`src/rtl/rgb2hsv.sv`:
```
// rgb2hsv: converts one 24-bit RGB pixel into packed 8-bit {H,S,V}.
//
// A single 16-iteration restoring divider is shared in time: it first
// computes saturation (255*delta / max), then the hue offset
// (HUE_SEXTANT*|d| / delta). One pixel is in flight at a time, so the block
// suits frame-buffer sweeps rather than per-pixel-clock streaming.
// Latency is fixed: a pixel accepted at edge k gives out_valid after edge k+33.
//
// Ports:
//   clk        system clock, rising edge
//   reset      asynchronous, active-high; clears all state
//   tRGB       {R[23:16], G[15:8], B[7:0]} input pixel
//   in_valid   tRGB valid
//   in_ready   block can accept a pixel (high only while idle)
//   tHSV       {H[23:16], S[15:8], V[7:0]}; held stable while out_valid
//   out_valid  tHSV valid
//   out_ready  consumer accepts tHSV

module rgb2hsv #(
  parameter int HUE_SEXTANT = 43,   // hue units per 60-degree sector
  parameter int HUE_G_BASE  = 85,   // hue offset when G is the maximum
  parameter int HUE_B_BASE  = 171   // hue offset when B is the maximum
) (
  input  logic        clk,
  input  logic        reset,
  input  logic [23:0] tRGB,
  input  logic        in_valid,
  output logic        in_ready,
  output logic [23:0] tHSV,
  output logic        out_valid,
  input  logic        out_ready
);

  typedef enum logic [2:0] {
    IDLE  = 3'd0,
    PREP  = 3'd1,
    DIV_S = 3'd2,
    DIV_H = 3'd3,
    DONE  = 3'd4
  } state_t;

  state_t state, state_next;

  // Captured pixel
  logic [7:0] r, g, b;
  logic [23:0] rgb_q;

  // Results
  logic [7:0] h_q, s_q, v_q;

  // Hue operands parked while the divider works on saturation
  logic [13:0] hue_num;
  logic [7:0]  hue_den;
  logic        hue_sign;
  logic [7:0]  hue_base;
  logic        grey;        // delta == 0: S and H forced to 0

  // Shared restoring divider: quotient shifts in where the dividend shifts out
  logic [15:0] div_rem;
  logic [15:0] div_quo;
  logic [7:0]  div_den;
  logic [3:0]  iter;

  // ---------------------------------------------------------------------------
  // PREP-stage combinational arithmetic on the captured pixel
  // ---------------------------------------------------------------------------
  logic       r_max, g_max;
  logic [7:0] max_c, min_c, delta;
  logic [7:0] d_abs;
  logic       d_neg;
  logic [7:0] base_c;

  assign r = rgb_q[23:16];
  assign g = rgb_q[15:8];
  assign b = rgb_q[7:0];

  // Ties resolve to R first, then G, then B.
  assign r_max = (r >= g) && (r >= b);
  assign g_max = !r_max && (g >= b);

  // NOTE: every signal assigned in always_comb gets a default first, so no
  // path leaves it unassigned and no latch is inferred.
  always_comb begin
    max_c  = b;
    d_abs  = 8'd0;
    d_neg  = 1'b0;
    base_c = 8'(HUE_B_BASE);
    if (r_max) begin
      max_c  = r;
      base_c = 8'd0;
      d_neg  = (g < b);
      d_abs  = d_neg ? (b - g) : (g - b);
    end else if (g_max) begin
      max_c  = g;
      base_c = 8'(HUE_G_BASE);
      d_neg  = (b < r);
      d_abs  = d_neg ? (r - b) : (b - r);
    end else begin
      d_neg  = (r < g);
      d_abs  = d_neg ? (g - r) : (r - g);
    end
  end

  always_comb begin
    min_c = r;
    if (g < min_c) min_c = g;
    if (b < min_c) min_c = b;
  end

  assign delta = max_c - min_c;

  logic [15:0] sat_num;
  logic [13:0] hue_num_c;
  assign sat_num   = {8'd0, delta} * 16'd255;
  assign hue_num_c = 14'(HUE_SEXTANT * int'(d_abs));

  // ---------------------------------------------------------------------------
  // One restoring division step
  // ---------------------------------------------------------------------------
  logic [16:0] div_shift, div_trial;
  logic        div_bit;
  logic [15:0] rem_step, quo_step;

  always_comb begin
    div_shift = {div_rem, div_quo[15]};
    div_trial = div_shift - {9'd0, div_den};
    div_bit   = !div_trial[16];
    rem_step  = div_bit ? div_trial[15:0] : div_shift[15:0];
    quo_step  = {div_quo[14:0], div_bit};
  end

  // ---------------------------------------------------------------------------
  // FSM: state register
  // ---------------------------------------------------------------------------
  // NOTE: sequential state uses non-blocking assignments so every register
  // samples pre-edge values, independent of statement order.
  always_ff @(posedge clk or posedge reset) begin
    if (reset) state <= IDLE;
    else       state <= state_next;
  end

  // FSM: next-state logic
  always_comb begin
    state_next = state;
    case (state)
      IDLE:    if (in_valid)          state_next = PREP;
      PREP:                           state_next = DIV_S;
      DIV_S:   if (iter == 4'd15)     state_next = DIV_H;
      DIV_H:   if (iter == 4'd15)     state_next = DONE;
      DONE:    if (out_ready)         state_next = IDLE;
      default:                        state_next = IDLE;
    endcase
  end

  // FSM: outputs
  always_comb begin
    in_ready  = (state == IDLE);
    out_valid = (state == DONE);
    tHSV      = {h_q, s_q, v_q};
  end

  // ---------------------------------------------------------------------------
  // Datapath registers
  // ---------------------------------------------------------------------------
  // NOTE: all datapath registers are reset so an aborted conversion leaves no
  // residue and tHSV reads 0 out of reset.
  always_ff @(posedge clk or posedge reset) begin
    if (reset) begin
      rgb_q    <= '0;
      h_q      <= '0;
      s_q      <= '0;
      v_q      <= '0;
      hue_num  <= '0;
      hue_den  <= '0;
      hue_sign <= 1'b0;
      hue_base <= '0;
      grey     <= 1'b0;
      div_rem  <= '0;
      div_quo  <= '0;
      div_den  <= '0;
      iter     <= '0;
    end else begin
      case (state)
        IDLE: begin
          if (in_valid) rgb_q <= tRGB;
          iter <= '0;
        end

        PREP: begin
          v_q      <= max_c;
          grey     <= (delta == 8'd0);
          hue_num  <= hue_num_c;
          hue_den  <= (delta == 8'd0) ? 8'd1 : delta;
          hue_sign <= d_neg;
          hue_base <= base_c;
          div_rem  <= '0;
          div_quo  <= sat_num;
          div_den  <= (max_c == 8'd0) ? 8'd1 : max_c;
          iter     <= '0;
        end

        DIV_S: begin
          div_rem <= rem_step;
          div_quo <= quo_step;
          iter    <= iter + 4'd1;
          if (iter == 4'd15) begin
            s_q     <= grey ? 8'd0 : quo_step[7:0];
            // Reload the divider with the hue operands for the next phase.
            div_rem <= '0;
            div_quo <= {2'b00, hue_num};
            div_den <= hue_den;
          end
        end

        DIV_H: begin
          div_rem <= rem_step;
          div_quo <= quo_step;
          iter    <= iter + 4'd1;
          if (iter == 4'd15) begin
            // 8-bit arithmetic gives the mod-256 wrap of a negative offset.
            if (grey)          h_q <= 8'd0;
            else if (hue_sign) h_q <= hue_base - quo_step[7:0];
            else               h_q <= hue_base + quo_step[7:0];
          end
        end

        default: ;
      endcase
    end
  end

endmodule

```
`config.mk`:
```
export PLATFORM = sky130hd
export DESIGN_NAME = rgb2hsv
export DESIGN_NICKNAME = d
export VERILOG_FILES = /design/src/rtl/rgb2hsv.sv
export SDC_FILE = /design/constraint.sdc
export NUM_CORES = 1
export LEC_CHECK = 0
export ABC_AREA = 1
export CAP_MARGIN = 30
export CORE_MARGIN = 4
export CORE_UTILIZATION = 50
export CTS_CLUSTER_DIAMETER = 80
export DETAILED_ROUTE_END_ITERATION = 10
export HOLD_SLACK_MARGIN = 0.1
export PLACE_DENSITY = 0.67
export SLEW_MARGIN = 5
export SYNTH_ARGS = -nofsm -noshare
export SYNTH_HDL_FRONTEND = slang
export SYNTH_SLANG_ARGS = --single-unit
```
`constraint.sdc`:
```
create_clock -name clk -period 9.2 [get_ports clk]
set_input_delay 2.3 -clock clk [delete_from_list [all_inputs] [get_ports clk]]
set_output_delay 2.3 -clock clk [all_outputs]
set_load 0.03 [all_outputs]
```
# Word level (Yosys, flattened, before mapping)
# Index checks and enable logic that the tools add are counted.
[classes]
reduce_logical = 17
div = 0
n_eq_ne = 9
n_addsub = 11
n_mul = 2
bitwise = 0
n_mux = 31
magnitude_cmp = 8
shift = 0
[op_table]
columns = ["cell", "count"]
rows = [
  ["$mux W8", 17],
  ["$pmux W16 S3", 2],
  ["$sub A8 B8 Y8", 8],
  ["$mux W16", 3],
  ["$lt A8 B8 Y1", 5],
  ["$ge A8 B8 Y1", 3],
  ["$sub A17 B8 Y17", 1],
  ["$logic_not A8 Y1", 2],
  ["$mul A8 B8 Y16 const B", 1],
  ["$pmux W8 S2", 1],
  ["$pmux W3 S5", 1],
  ["$mul A6 B8 Y14 const A", 1],
  ["$mux W3", 4],
  ["$add A8 B8 Y8", 1],
  ["$pmux W4 S2", 1],
  ["$reduce_and A2 Y1", 4],
  ["$eq A3 B2 Y1 const B", 2],
  ["$ne A2 B2 Y1 const B", 3],
  ["$add A4 B1 Y4 const B", 1],
  ["$eq A4 B4 Y1 const B", 1],
  ["$reduce_and A4 Y1", 1],
  ["$reduce_bool A2 Y1", 2],
  ["$reduce_or A2 Y1", 2],
  ["$eq A3 B1 Y1 const B", 1],
  ["other kinds (7)", 10],
]
[word_totals]
out_inout_bits = 26
mem_bits_ro = 0
input_bits = 28
memories = 0
register_bits = 127
latchBits = 0
ram_bits = 0

# Longest topological paths before layout
[depth]
word_depth = 9
depth_mapped = 51

# Worst setup path after synthesis
# OpenSTA, ideal clock, no wires.
[synth_path]
path_kind = "register to register"
start = "register rgb_q[8]"
end = "register div_quo[13]"
path_buffers = 2
path_slack_ps = 1458
t_arrival_ps = 7611
stages_incl_launch_ff = 43
cell_sequence = "dfrtp_1 -> inv_1 -> ha_1 -> inv_1 -> fa_1 -> nand3_1 -> nand2_1 -> nand2_1 -> nand2_2 -> clkbuf_1 -> o21ai_0 -> ha_1 -> a21oi_1 -> nor2_1 -> a211oi_1 -> nand2_2 -> buf_2 -> o21ai_1 -> (+7 left out) -> xor2_4 -> xor2_1 -> inv_1 -> ha_1 -> fa_1 -> inv_1 -> fa_1 -> fa_1 -> inv_1 -> ha_1 -> nand2_1 -> o21ai_0 -> a31o_2 -> a21oi_1 -> xor2_1 -> nand2_1 -> nand3_1 -> o21ai_0"
[synth_between]
elab_chain_cells = 9
word_cells_on_any_way = 14
classes_between = "add/sub: 1; mul: 1; order compare: 4; mux: 5; reduce/logical: 3"
[synth_rtl]
columns = ["element", "line_no", "source"]
rows = [
  ["from (decl)", "46", "logic [23:0] rgb_q;"],
  ["from (signal assigned)", "185", "if (in_valid) rgb_q <= tRGB;"],
  ["branches (longest 6 deep; another with $lt A8 B8 Y1)", "--", ""],
  ["$sub A8 B8 Y8 *", "110", "assign delta = max_c - min_c;"],
  ["$mul A8 B8 Y16 *", "114", "assign sat_num = {8'd0, delta} * 16'd255;"],
  ["$pmux W16 S3 *", "183", "case (state)"],
  ["to (signal assigned)", "197", "div_quo <= sat_num;"],
  ["to (signal assigned)", "204", "div_quo <= quo_step;"],
  ["to (signal assigned)", "210", "div_quo <= {2'b00, hue_num};"],
  ["to (decl)", "60", "logic [15:0] div_quo;"],
]
# Mark *: on every way between the ends.
# A chain may end at the register's enable or synchronous reset.

# Worst setup path in the final report
[layout_path]
start = "register rgb_q[17]"
end = "register div_quo[13]"
# Same word-level chain as after synthesis.

==> metrics.log <==
INFO  metric status = finished clean
INFO  metric netlist-cell-type-count = 69
INFO  metric floorplan.initialDensity = 0.508
INFO  metric post_synth_xor_area_fraction = 0.0414
INFO  metric detail_route.wirelength = 33300 um
INFO  metric mostFrequentLayoutCells = nand2_1, inv_1, ha_1, a21oi_1, o21ai_0
INFO  metric layout.cells.most_common = nand2_1
INFO  metric placement.setup.worst_slack = 0.853 ns
INFO  metric worst_ep_arrival_time = 8.71 ns
INFO  metric final_area = 13300 um2
INFO  metric synth-simple-area-share = 0.195
INFO  metric cts_tree = yes
INFO  metric path_class = flop to flop
INFO  metric maxCapViolations = 0
INFO  metric synth_area_leaders = dfrtp_1, ha_1, nand2_1
INFO  metric clock-root-buffer = clkbuf_16
INFO  metric avgViaCountPerCell = 5.44
INFO  metric synthMuxAreaShare = 0.00273
INFO  metric timing.final.crit_period = 8.40 ns
INFO  metric clock-sinks = 122
INFO  metric timing.critical_path.from_type = flop
INFO  metric crit_top_cell = nand2_1
INFO  metric dp.final_hpwl = 26200 um
INFO  metric drt_iter0_drcs = 738
INFO  metric post_syn_instances = 1561
INFO  metric global_route_wire_length_before_repair = 54200 um
INFO  metric yosys_warnings = 0
INFO  metric filler_cell_count = 2277
INFO  metric drcViolationCount = 0
INFO  metric min_period_over_period = 0.913
INFO  metric grt_antenna_before_repair = 0
INFO  metric finalSetupTns = 0 ns
INFO  metric cts_setup_buffers = 0
INFO  metric globalRouteOverflowTotal = 0
INFO  metric ys_seq_elements = 122
INFO  metric io-pin-count = 54
INFO  metric clk_transition_reported_paths = 0.07 ns
INFO  metric antennaDiodeCount = 0
INFO  metric post_synthesis_instance_area = 11900 um2
INFO  metric synthToLayoutAreaGrowth = 11.4%
INFO  metric timing.final.max_slew_violations = 0
INFO  metric drive_above_1_share = 0.0780
INFO  metric design.core.area = 23500 um2
INFO  metric synth_top_family_by_area = adder cells
INFO  metric critPathSlowestCell = fa_1
INFO  metric grt_use_total = 0.258
INFO  metric cts_repair_resize_count = 0
INFO  metric slew_headroom = 0.399
INFO  metric synth.avg_cell_area = 7.64 um2
INFO  metric grt_setup_unrepaired = false
INFO  metric ctsLongestPathBuffers = 2
INFO  metric htreeDepth = 4
INFO  metric adder_cell_share_of_the_synthesized_area = 0.229
INFO  metric synth_edf_count = 0
INFO  metric vias_in_the_first_global_route = 10335
INFO  metric routabilityCongestion = 0.993
INFO  metric seq_area_frac_synth = 0.256
INFO  metric yosys.area.top_type_share = 0.256
INFO  metric numCtsBuffers = 17
INFO  metric via_count = 10523
INFO  metric synth_compound_gate_area_share = 0.172
INFO  metric setup.reg_to_reg.worst_slack = 0.80 ns
INFO  metric fp.dieArea = 26400 um2
INFO  metric floorplan.die.height = 162 um
INFO  metric cp_max_fo = 16
INFO  metric cts_hold_repair.buffers = 0
INFO  metric worst_setup_path_end_kind = flop
INFO  metric postSynth.topFlopCell = dfrtp_1
INFO  metric cp_slowest_stage_delay = 0.54 ns
INFO  metric synthesis.nets = 1784
INFO  metric postLayoutSetupSlackWorst = 0.799 ns
INFO  metric final_hold_viol_count = 0
INFO  metric timing_worst_slew_pin_value = 0.898 ns
INFO  metric final_core_occ = 0.566
INFO  metric hold_path_class = flop to flop
INFO  metric netlist.top_cell.by_area = dfrtp_1
INFO  metric die_width = 162 um
INFO  metric io_buffer_count = 53
INFO  metric rows = 56
INFO  metric placedInstanceArea = 12700 um2
INFO  metric wl_per_cell = 17.2 um
INFO  metric report.final.setup_viol = 0
INFO  metric worst_clock_skew = 0.0116 ns
INFO  metric final_net_count = 1826
INFO  metric grt_start_max_net_pins = 63
INFO  metric ys_async_rst_share = 1.00
INFO  metric ant_nets = 0
INFO  metric clock_insertion_delay_at_the_later_pin_of_the_skew_report = 0.44 ns
INFO  metric critical_path_required = 9.51 ns
INFO  metric max_freq = 119 MHz
INFO  metric first_pass_iters = 6
cell families after synthesis:
| logic type | after synthesis |
|---|---|
| fa+ha+maj | 195 |
| mux | 3 |
| simple gates | 518 |
| xor+xnor | 52 |
| flops | 122 |
| compound gates | 359 |
| buf+inv | 312 |
path summary, 6_finish.rpt:
kind	from	cells past startpoint	to
max in group asynchronous	reset	3	hue_den[2]
min in group asynchronous	reset	2	div_rem[12]
hold / removal	h_q[6]	2	h_q[6]
setup reg to reg	rgb_q[17]	39	div_quo[13]
setup / recovery	rgb_q[17]	39	div_quo[13]
hold reg to reg	h_q[6]	2	h_q[6]
Yosys cell counts (9+ instances only):
cell,count
fa_1,38
inv_2,15
nand2_2,19
o21ai_1,25
a21oi_1,129
o21ai_0,125
xor2_1,37
nand3_2,9
o22ai_1,11
nor3_1,13
clkbuf_1,20
ha_1,157
o211ai_1,9
nand3_1,44
nor2_1,97
dfrtp_1,122
inv_1,257
xnor2_1,13
nand2_1,292
metrics by stage:
| step | hold WS, ns | std cells |
|---|---|---|
| 4_1_cts | 0.486 | 1934 |
| 2_1_floorplan | 0.444 | 1561 |
| 3_3_place_gp | 0.464 | 1902 |
| 6_report | 0.480 | 1935 |
| 5_1_grt | 0.504 | 1935 |
| 3_5_place_dp | 0.469 | 1902 |
sequential cells by signal, summed over array words and instances (netlist names):
signal,flops
div_quo,16
state,3
hue_den,8
grey,1
rgb_q,24
div_rem,16
iter,4
h_q,8
hue_base,3
s_q,8
hue_sign,1
hue_num,14
div_den,8
v_q,8
area by class of cell:
type / instances / area, um2 / area share
Tap cell: 319 / 399 / 0.0300
Inverter: 277 / 1060 / 0.0801
Clock buffer: 17 / 425 / 0.0320
Sequential cell: 122 / 3050 / 0.230
Timing Repair Buffer: 58 / 568 / 0.0428
Multi-Input combinational cell: 1127 / 7630 / 0.574
Clock inverter: 15 / 148 / 0.0111
worst max-delay path, delay by kind of cell, from the launching register on:
family,cells,cell delay [ns]
AND/OR/NAND/NOR,18,1.91
flip-flops,1,0.51
AO/OA/AOI/OAI,7,1.67
XOR/XNOR,1,0.16
buffers and inverters,5,0.55
adder cells (fa/ha/maj),8,3.46
per-layer routing:
metal  track usage  up-vias  routed length, um
li1              -     5172                  -
met1         0.353     4973              15300
met2         0.420      317              15300
met3        0.0377       61               1570
met4        0.0930        0               1140
met5             0        -                  0
Power is not shown: default switching activity piles up to over one toggle a cycle in this logic, so the estimate is an artifact.
